## config.mk

```make
export PLATFORM = sky130hd
export DESIGN_NAME = param_sync_fifo_flat
export DESIGN_NICKNAME = d
export VERILOG_FILES = /design/src/rtl/fifo_pkg.sv /design/src/rtl/param_sync_fifo_if.sv /design/src/rtl/fifo_ram.sv /design/src/rtl/param_sync_fifo.sv /design/src/flat_wrapper.sv
export SDC_FILE = /design/constraint.sdc
export NUM_CORES = 1
export LEC_CHECK = 0
export BUFFER_PORTS_ARGS = -buffer_cell sky130_fd_sc_hd__buf_4
export CORE_UTILIZATION = 58
export CTS_CLUSTER_SIZE = 10
export DETAILED_ROUTE_END_ITERATION = 7
export GPL_ROUTABILITY_DRIVEN = 0
export GPL_TIMING_DRIVEN = 0
export PLACE_DENSITY = 0.83
export REMOVE_ABC_BUFFERS = 1
export SYNTH_ARGS = -nofsm -noshare
export SYNTH_HDL_FRONTEND = slang
export SYNTH_SLANG_ARGS = --single-unit
```

## constraint.sdc

```tcl
create_clock -name clk -period 3.2 [get_ports clk]
set_input_delay 0.32 -clock clk [delete_from_list [all_inputs] [get_ports clk]]
set_output_delay 0.32 -clock clk [all_outputs]
set_load 0.02 [all_outputs]
```

## src/rtl/fifo_pkg.sv

```systemverilog
// rtl/fifo_pkg.sv - FIFO read-mode constants and pointer wrap helper
package fifo_pkg;

  localparam int FIFO_STD  = 0;
  localparam int FIFO_FWFT = 1;

  function automatic int unsigned ptr_inc(input int unsigned ptr, input int unsigned depth);
    return (ptr == depth - 1) ? 0 : ptr + 1;
  endfunction

endpackage

```

## src/rtl/param_sync_fifo_if.sv

```systemverilog
// rtl/param_sync_fifo_if.sv - write/read/status bundle between a FIFO and its user
interface param_sync_fifo_if #(
  parameter int DEPTH      = 8,
  parameter int DATA_WIDTH = 8
);
  localparam int CW = $clog2(DEPTH + 1);

  logic                  w_en;
  logic [DATA_WIDTH-1:0] data_in;
  logic                  r_en;
  logic                  err_clr;
  logic [DATA_WIDTH-1:0] data_out;
  logic                  valid;
  logic                  full;
  logic                  empty;
  logic                  almost_full;
  logic                  almost_empty;
  logic [CW-1:0]         count;
  logic                  overflow;
  logic                  underflow;

  modport master (
    output w_en, data_in, r_en, err_clr,
    input  data_out, valid, full, empty, almost_full, almost_empty, count, overflow, underflow
  );

  modport slave (
    input  w_en, data_in, r_en, err_clr,
    output data_out, valid, full, empty, almost_full, almost_empty, count, overflow, underflow
  );
endinterface

```

## src/rtl/fifo_ram.sv

```systemverilog
// rtl/fifo_ram.sv - simple dual-port RAM, one write port, one registered read port
module fifo_ram #(
  parameter int DEPTH      = 8,
  parameter int DATA_WIDTH = 8,
  parameter int AW         = 3
) (
  input  logic                  clk,
  input  logic                  rst,
  input  logic                  we,
  input  logic [AW-1:0]         waddr,
  input  logic [DATA_WIDTH-1:0] wdata,
  input  logic                  re,
  input  logic [AW-1:0]         raddr,
  output logic [DATA_WIDTH-1:0] rdata
);

  logic [DATA_WIDTH-1:0] mem [DEPTH];

  always_ff @(posedge clk) begin
    if (we) mem[waddr] <= wdata;
  end

  // Read-before-write on a shared address; only the output register is reset.
  always_ff @(posedge clk) begin
    if (!rst)    rdata <= '0;
    else if (re) rdata <= mem[raddr];
  end

endmodule

```

## src/rtl/param_sync_fifo.sv

```systemverilog
// rtl/param_sync_fifo.sv - synchronous FIFO, any depth, standard or first-word-fall-through read
module param_sync_fifo
  import fifo_pkg::*;
#(
  parameter int DEPTH      = 8,
  parameter int DATA_WIDTH = 8,
  parameter int FWFT       = FIFO_STD,
  parameter int AF_LEVEL   = DEPTH - 1,
  parameter int AE_LEVEL   = 1
) (
  input logic              clk,
  input logic              rst,
  param_sync_fifo_if.slave bus
);

  localparam int AW      = $clog2(DEPTH);
  localparam int CW      = $clog2(DEPTH + 1);
  localparam bit IS_FWFT = (FWFT == FIFO_FWFT);

  logic [AW-1:0]         wr_ptr, rd_ptr, wr_ptr_nxt, rd_ptr_nxt, ram_raddr;
  logic [CW-1:0]         count;
  logic                  w_acc, r_acc, ram_re;
  logic                  valid_q, byp_sel, ov_q, un_q;
  logic [DATA_WIDTH-1:0] byp_data, ram_q;
  int unsigned           count_i;

  // valid==(count!=0) in FWFT mode, so both modes accept a read on the same rule.
  assign r_acc      = bus.r_en && (count != '0);
  assign w_acc      = bus.w_en && ((count != CW'(DEPTH)) || r_acc);
  assign wr_ptr_nxt = AW'(ptr_inc(32'(wr_ptr), DEPTH));
  assign rd_ptr_nxt = AW'(ptr_inc(32'(rd_ptr), DEPTH));

  // FWFT keeps the RAM output tracking the head: it prefetches the successor on a read.
  assign ram_re    = IS_FWFT ? 1'b1 : r_acc;
  assign ram_raddr = (IS_FWFT && r_acc) ? rd_ptr_nxt : rd_ptr;

  fifo_ram #(
    .DEPTH      (DEPTH),
    .DATA_WIDTH (DATA_WIDTH),
    .AW         (AW)
  ) u_ram (
    .clk   (clk),
    .rst   (rst),
    .we    (w_acc && rst),
    .waddr (wr_ptr),
    .wdata (bus.data_in),
    .re    (ram_re),
    .raddr (ram_raddr),
    .rdata (ram_q)
  );

  always_ff @(posedge clk) begin
    if (!rst) begin
      wr_ptr  <= '0;
      rd_ptr  <= '0;
      count   <= '0;
      valid_q <= 1'b0;
      byp_sel <= 1'b0;
      ov_q    <= 1'b0;
      un_q    <= 1'b0;
    end else begin
      if (w_acc) wr_ptr <= wr_ptr_nxt;
      if (r_acc) rd_ptr <= rd_ptr_nxt;
      count   <= count + CW'(w_acc) - CW'(r_acc);
      valid_q <= r_acc;
      // The written word becomes the head when nothing older survives this edge.
      byp_sel <= IS_FWFT && w_acc && (count == CW'(r_acc));
      if (w_acc) byp_data <= bus.data_in;
      ov_q    <= (ov_q && !bus.err_clr) || (bus.w_en && !w_acc);
      un_q    <= (un_q && !bus.err_clr) || (bus.r_en && !r_acc);
    end
  end

  assign count_i          = 32'(count);
  assign bus.data_out     = (IS_FWFT && byp_sel) ? byp_data : ram_q;
  assign bus.valid        = IS_FWFT ? (count != '0) : valid_q;
  assign bus.count        = count;
  assign bus.full         = (count == CW'(DEPTH));
  assign bus.empty        = (count == '0);
  assign bus.almost_full  = (count_i >= AF_LEVEL);
  assign bus.almost_empty = (count_i <= AE_LEVEL);
  assign bus.overflow     = ov_q;
  assign bus.underflow    = un_q;

endmodule

```

## src/flat_wrapper.sv

```systemverilog
// flat-port wrapper written by rule: the top's interface ports become plain ports
module param_sync_fifo_flat import fifo_pkg::*;
#(
  parameter int DEPTH      = 8,
  parameter int DATA_WIDTH = 8,
  parameter int FWFT       = FIFO_STD,
  parameter int AF_LEVEL   = DEPTH - 1,
  parameter int AE_LEVEL   = 1
)
  (clk, rst, bus_w_en, bus_data_in, bus_r_en, bus_err_clr, bus_data_out, bus_valid, bus_full, bus_empty, bus_almost_full, bus_almost_empty, bus_count, bus_overflow, bus_underflow);
  param_sync_fifo_if #(.DEPTH(DEPTH), .DATA_WIDTH(DATA_WIDTH)) bus_i ();
  input logic clk;
  input logic rst;
  input wire logic [$bits(bus_i.w_en)-1:0] bus_w_en;
  input wire logic [$bits(bus_i.data_in)-1:0] bus_data_in;
  input wire logic [$bits(bus_i.r_en)-1:0] bus_r_en;
  input wire logic [$bits(bus_i.err_clr)-1:0] bus_err_clr;
  output wire logic [$bits(bus_i.data_out)-1:0] bus_data_out;
  output wire logic [$bits(bus_i.valid)-1:0] bus_valid;
  output wire logic [$bits(bus_i.full)-1:0] bus_full;
  output wire logic [$bits(bus_i.empty)-1:0] bus_empty;
  output wire logic [$bits(bus_i.almost_full)-1:0] bus_almost_full;
  output wire logic [$bits(bus_i.almost_empty)-1:0] bus_almost_empty;
  output wire logic [$bits(bus_i.count)-1:0] bus_count;
  output wire logic [$bits(bus_i.overflow)-1:0] bus_overflow;
  output wire logic [$bits(bus_i.underflow)-1:0] bus_underflow;
  assign bus_i.w_en = bus_w_en;
  assign bus_i.data_in = bus_data_in;
  assign bus_i.r_en = bus_r_en;
  assign bus_i.err_clr = bus_err_clr;
  assign bus_data_out = bus_i.data_out;
  assign bus_valid = bus_i.valid;
  assign bus_full = bus_i.full;
  assign bus_empty = bus_i.empty;
  assign bus_almost_full = bus_i.almost_full;
  assign bus_almost_empty = bus_i.almost_empty;
  assign bus_count = bus_i.count;
  assign bus_overflow = bus_i.overflow;
  assign bus_underflow = bus_i.underflow;
  param_sync_fifo #(.DEPTH(DEPTH), .DATA_WIDTH(DATA_WIDTH), .FWFT(FWFT), .AF_LEVEL(AF_LEVEL), .AE_LEVEL(AE_LEVEL)) u_core (.clk(clk), .rst(rst), .bus(bus_i));
endmodule
```

==> Yosys cells after proc, flatten, opt, wreduce, memory -nomap -nowiden <==
Memories as Yosys holds them, arrays and structs flattened. A register that Yosys moved wholly into a read port is not among the register bits.
Cells that the tools add are included.
{ "word_totals": {"reg_bits": 13, "latch_bits": 0, "mem_bits_rw": 64, "romBits": 0, "inputBits": 13, "output_inout_bits": 19, "elab_cells": 37, "mem_count": 1} }
{ "memory_table": {"columns": ["memory", "depth", "word_bits", "rd", "rd_clocked_by_memory_dff", "wr", "line", "rtl"], "rows": [
  ["u_core.u_ram.mem", 8, 8, 1, 1, 1, "fifo_ram.sv:17", "logic [DATA_WIDTH-1:0] mem [DEPTH];"]
]} }
{ "classes": {"add_sub_neg": 4, "n_mul": 0, "n_div": 0, "n_lt_le_gt_ge": 2, "n_eq_ne": 4, "shift": 0, "mux": 4, "bitwise_logic": 0, "n_reduce_logical": 16} }
{ "op_table": {"columns": ["operator", "count"], "rows": [
  ["logical AND 1 bit", 7],
  ["adder 3 x 1 -> 3 bit, second input constant", 2],
  ["equality test 3 bit, second input constant", 2],
  ["2-to-1 mux 3 bit", 2],
  ["adder 4 x 1 -> 4 bit", 1],
  ["equality test 4 bit, second input constant", 1],
  ["greater-or-equal comparator 4 x 3 -> 1 bit, second input constant", 1],
  ["<= comparator 4 x 1 -> 1 bit, second input constant", 1],
  ["zero test 1 bit", 4],
  ["zero test 4 bit", 1],
  ["inequality test 4 bit, second input constant", 1],
  ["nonzero test 4 bit", 1],
  ["subtractor 4 x 1 -> 4 bit", 1],
  ["logical OR 1 bit", 3],
  ["2-to-1 mux 1 bit", 2]
]} }

==> Depth between registers and ports, before layout <==
{ "depth": {"ltp_word": 7, "mapped_depth": 13, "mapped_depth_nobuf": 12} }

==> By module <==
From an unflattened synthesis, not the netlist that was laid out.
{ "unflattened": {"hier_cells": 250, "area_unflattened_um2": 3594.7} }
{ "by_module_without_submodules": {"columns": ["mod", "instances", "cells_per_inst", "area_each_um2", "seq_area_each_um2"], "rows": [
  ["fifo_ram", 1, 160, 2788.9, 2082.0],
  ["param_sync_fifo", 1, 90, 805.8, 260.2]
]} }

==> Least setup slack after synthesis <==
No wires, ideal clock.
{ "synth_path": {"path_type": "flip-flop to flip-flop", "start": "register u_core.count[2] (netlist: u_core.bus.count[2])", "end": "register u_core.count[2] (netlist: u_core.bus.count[2])", "setup_time_ns": 0.128, "arrival_time_ns": 2.509, "required_ns": 3.072, "slack_ns": 0.563, "path_stages_with_launch": 14, "path_buffers": 1, "period_less_slack_ns": 2.637, "path_cell_list": "dfxtp_1 inv_1 ha_1 nor3b_2 nand2b_1 buf_2 inv_2 ha_1 inv_1 ha_1 inv_1 fa_1 xor2_1 nor2_1"} }
{ "synth_via": {"elab_chain_len": 6, "elab_cells_between_ends": 7, "cone_classes": "2 x add/sub; 1 x eq/ne; 4 x reduce/logical"} }
{ "synth_lines": {"columns": ["item", "line", "rtl"], "rows": [
  ["start: declaration", "param_sync_fifo.sv:21", "logic [CW-1:0] count;"],
  ["start signal: assignment", "param_sync_fifo.sv:64", "count <= count + CW'(w_acc) - CW'(r_acc);"],
  ["nonzero test 4 bit (*)", null, null],
  ["logical AND 1 bit (*)", "param_sync_fifo.sv:28", "assign r_acc = bus.r_en && (count != '0);"],
  ["via u_core.r_acc", "param_sync_fifo.sv:22", "logic w_acc, r_acc, ram_re;"],
  ["logical OR 1 bit", "param_sync_fifo.sv:29", "assign w_acc = bus.w_en && ((count != CW'(DEPTH)) || r_acc);"],
  ["logical AND 1 bit", "param_sync_fifo.sv:29", null],
  ["adder 4 x 1 -> 4 bit", "param_sync_fifo.sv:64", null],
  ["subtractor 4 x 1 -> 4 bit (*)", "param_sync_fifo.sv:64", null]
]} }
The timed path passes the listed nets; every way through them passes the cells marked *.
A chain may end at the register's enable or synchronous reset.

==> Worst setup path after layout <==
Ends and elaborated chain as after synthesis.

==> results.md <==
* Worst-Skew Late Latency at 340 ps
* Share of cells above drive strength 1 at a little under a quarter
* ANT cells at 0
* Max Clock Skew at 7.99 ps
* Syn_area_per_cell at 14.8 sq um
* Top FF cell, synth: edfxtp_1
* Number of H-tree levels at 3
* Final net count at 296
* Area Overhead vs Synth at 15.1%
* Placed cells at between 300 and 400
* Resized cells post-CTS at 0
* Port Buffers at 31
* CTS clk-pin slew, worst paths at 90 ps
* Cell Area, Placed at 3790 sq um
* ANT nets after route at 0
* Vias in the first global route at between 2000 and 2500
* Placement Rows at 27
* Outcome: complete, no violations
* Reg2reg setup slack at around 560 ps
* Crit path time final at 2640 ps
* Top Ports at 32
* Full die area at 6280 sq um
* DRT iter0 DRCs at 83
* P_leak at 1.44 nW
* Post-synth cell types at 34
* First-pass GRT wire length at 10.2 mm
* Non-filler cells, final at 347
* Initial antenna violation count at 0
* Number of iterations in the first detailed-routing pass at 5
* DR vias/cell at 5.84
* Area of the multi-input gates at 1050 sq um
* DRC violations left at 0
* Fin util at 70.5%
* Longest Clk Path Bufs at 2
* Detail Placement HPWL at 4.27 mm
* Sequential fraction of the synthesis area at 67.7%
* Vert. Die Dim at 79.2 um
* Fillers at 364
* Core Area at 5640 sq um
* Commonest cells in the synthesized netlist: 64 x edfxtp_1, 32 x mux2i_1, 21 x dfxtp_1, 17 x a22oi_1, 12 x ha_1
* Top post-synthesis cells by area: edfxtp_1 56%, dfxtp_1 12%, mux2i_1 9.3%
* Critical Path Sink Type: flop
* Setup crit start kind: flop
* Clk root buf: clkbuf_8
* Power Density at 717 nW/um^2
* Clock sink count at 85
* GRT overflow at 0
* Arrival @ worst endpoint at 2870 ps
* Fmax at 0.378 GHz
* Final period util at 82.6%
* Cell count after synthesis at ~230
* Post-synth ARST share at 0%
* Die Wd at 79.2 um
* RSZ-0062 raised after global routing: false
* Setup TNS at 0 ps
* Crit Path Class: reg -> reg
* Via count at between 2000 and 2500
* Worst-margin pin slew at 949 ps
* Postcts setup bufs at 0
* Number of synthesized register bits at 85
* Yosys Warn Count at 0
* Largest net degree at the start of global routing at 21
* Post-synth top area share at 55.6%
* Most frequent cell after synthesis: edfxtp_1
* Worst hold path type: in -> reg
* Wire per inst at between 15 and 20 um
* CTS buffer count at 9
* Routed WL at 6.59 mm
* Syn Std Cell Area at 3460 sq um
* Final hold violations at 0
* FF/Latch Area at about 2300 sq um
* Max-Cap Viols at 0
* Slew HR at 36.4%
* GR Util All Layers at 23.2%
* Worst EP required at ~3400 ps
* Design Power at 2.85 mW
* Fin area at approximately 4000 sq um
* Post-synth EDFFs at 64
* Fin. max-slew vios at 0
* Hold_buf cts at 0
* Finish-stage setup viols at 0
* Peak supply drop at just over 0.5 mV
* Worst-path fanout max at 7
* CTS tree: built
* Leading area contributor after synthesis: edfxtp_1
* Initial core utilization at about three fifths
-- critical path, stage by stage, from the launching register on --
cell and delay [ps]:
dfxtp_1 330, inv_1 140, ha_1 250, nor3b_2 240, nand2b_1 300, inv_2 130, ha_1 280, inv_1 60
ha_1 160, inv_1 60, fa_1 370, xor2_1 140, nor2_1 50
-- report_power, final --
group	switching (mW)	internal, mW	total, mW
clock	0.384	0.288	0.672
sequential	0.0951	1.27	1.37
combinational	0.443	0.368	0.812
-- metrics by stage --
stage / setup WS (ps) / hold slack, ps
floorplan: 548 / 419
global placement: 105 / 454
detailed placement: 379 / 459
CTS: 347 / 189
global route: 269 / 187
finish: 557 / 199
-- area by class of cell --
class                      count  area share (%)
timing repair buffer          35            6.85
multi-input combinational    127            26.5
inverter                      12            1.13
clock inverter                 6            1.19
clock buffer                  10            3.21
sequential                    85            58.9
tap                           72            2.26
-- kinds of logic (layout without fill, tap and decap cells) --
group	count (synthesis)	count (layout)	share of synthesized area, %
xor+xnor	2	2	0.507
simple gates	43	43	6.73
buf+inv	21	63	2.60
mux	32	32	9.26
compound gates	37	37	8.25
fa+ha+maj	13	13	4.92
flops	85	85	67.7
-- per-layer routing --
layer  share of wire, %  vias up  global-route usage [%]
li1                   -      957                       -
met1                 42      990                    29.6
met2                 50       62                    36.6
met3                4.6       17                    5.29
met4                2.9        0                    13.3
met5                  0        -                       0
-- flip-flops by register name (all words and copies together), names as in the netlist --
register,cells
u_core.bus.overflow,1
u_core.bus.count,4
u_core.wr_ptr,3
u_core.ram_raddr,3
u_core.bus.underflow,1
u_core.bus.valid,1
u_core.u_ram.rdata,8
u_core.u_ram.mem,64
-- cell usage in the layout (no fill, tap or decap), types with 3 or more instances in the layout --
cell type	count
a21oi_1	9
a22oi_1	17
a32o_1	8
buf_4	33
clkbuf_8	9
clkinv_4	3
dfxtp_1	20
edfxtp_1	64
ha_1	12
inv_1	10
mux2i_1	32
nand2_1	11
nor2_1	8
nor2b_1	3
nor3_2	3
or3_1	3
-- worst paths after layout --
kind         depth (start not counted)                     end                  start
min reg2reg                          1   u_core.u_ram.rdata[7]  u_core.u_ram.rdata[7]
max                                 12     u_core.bus.count[2]    u_core.bus.count[2]
max reg2reg                         12     u_core.bus.count[2]    u_core.bus.count[2]
min                                  1  u_core.u_ram.mem[5][4]         bus_data_in[4]
Note: power is estimated with default switching activity, not from simulation.
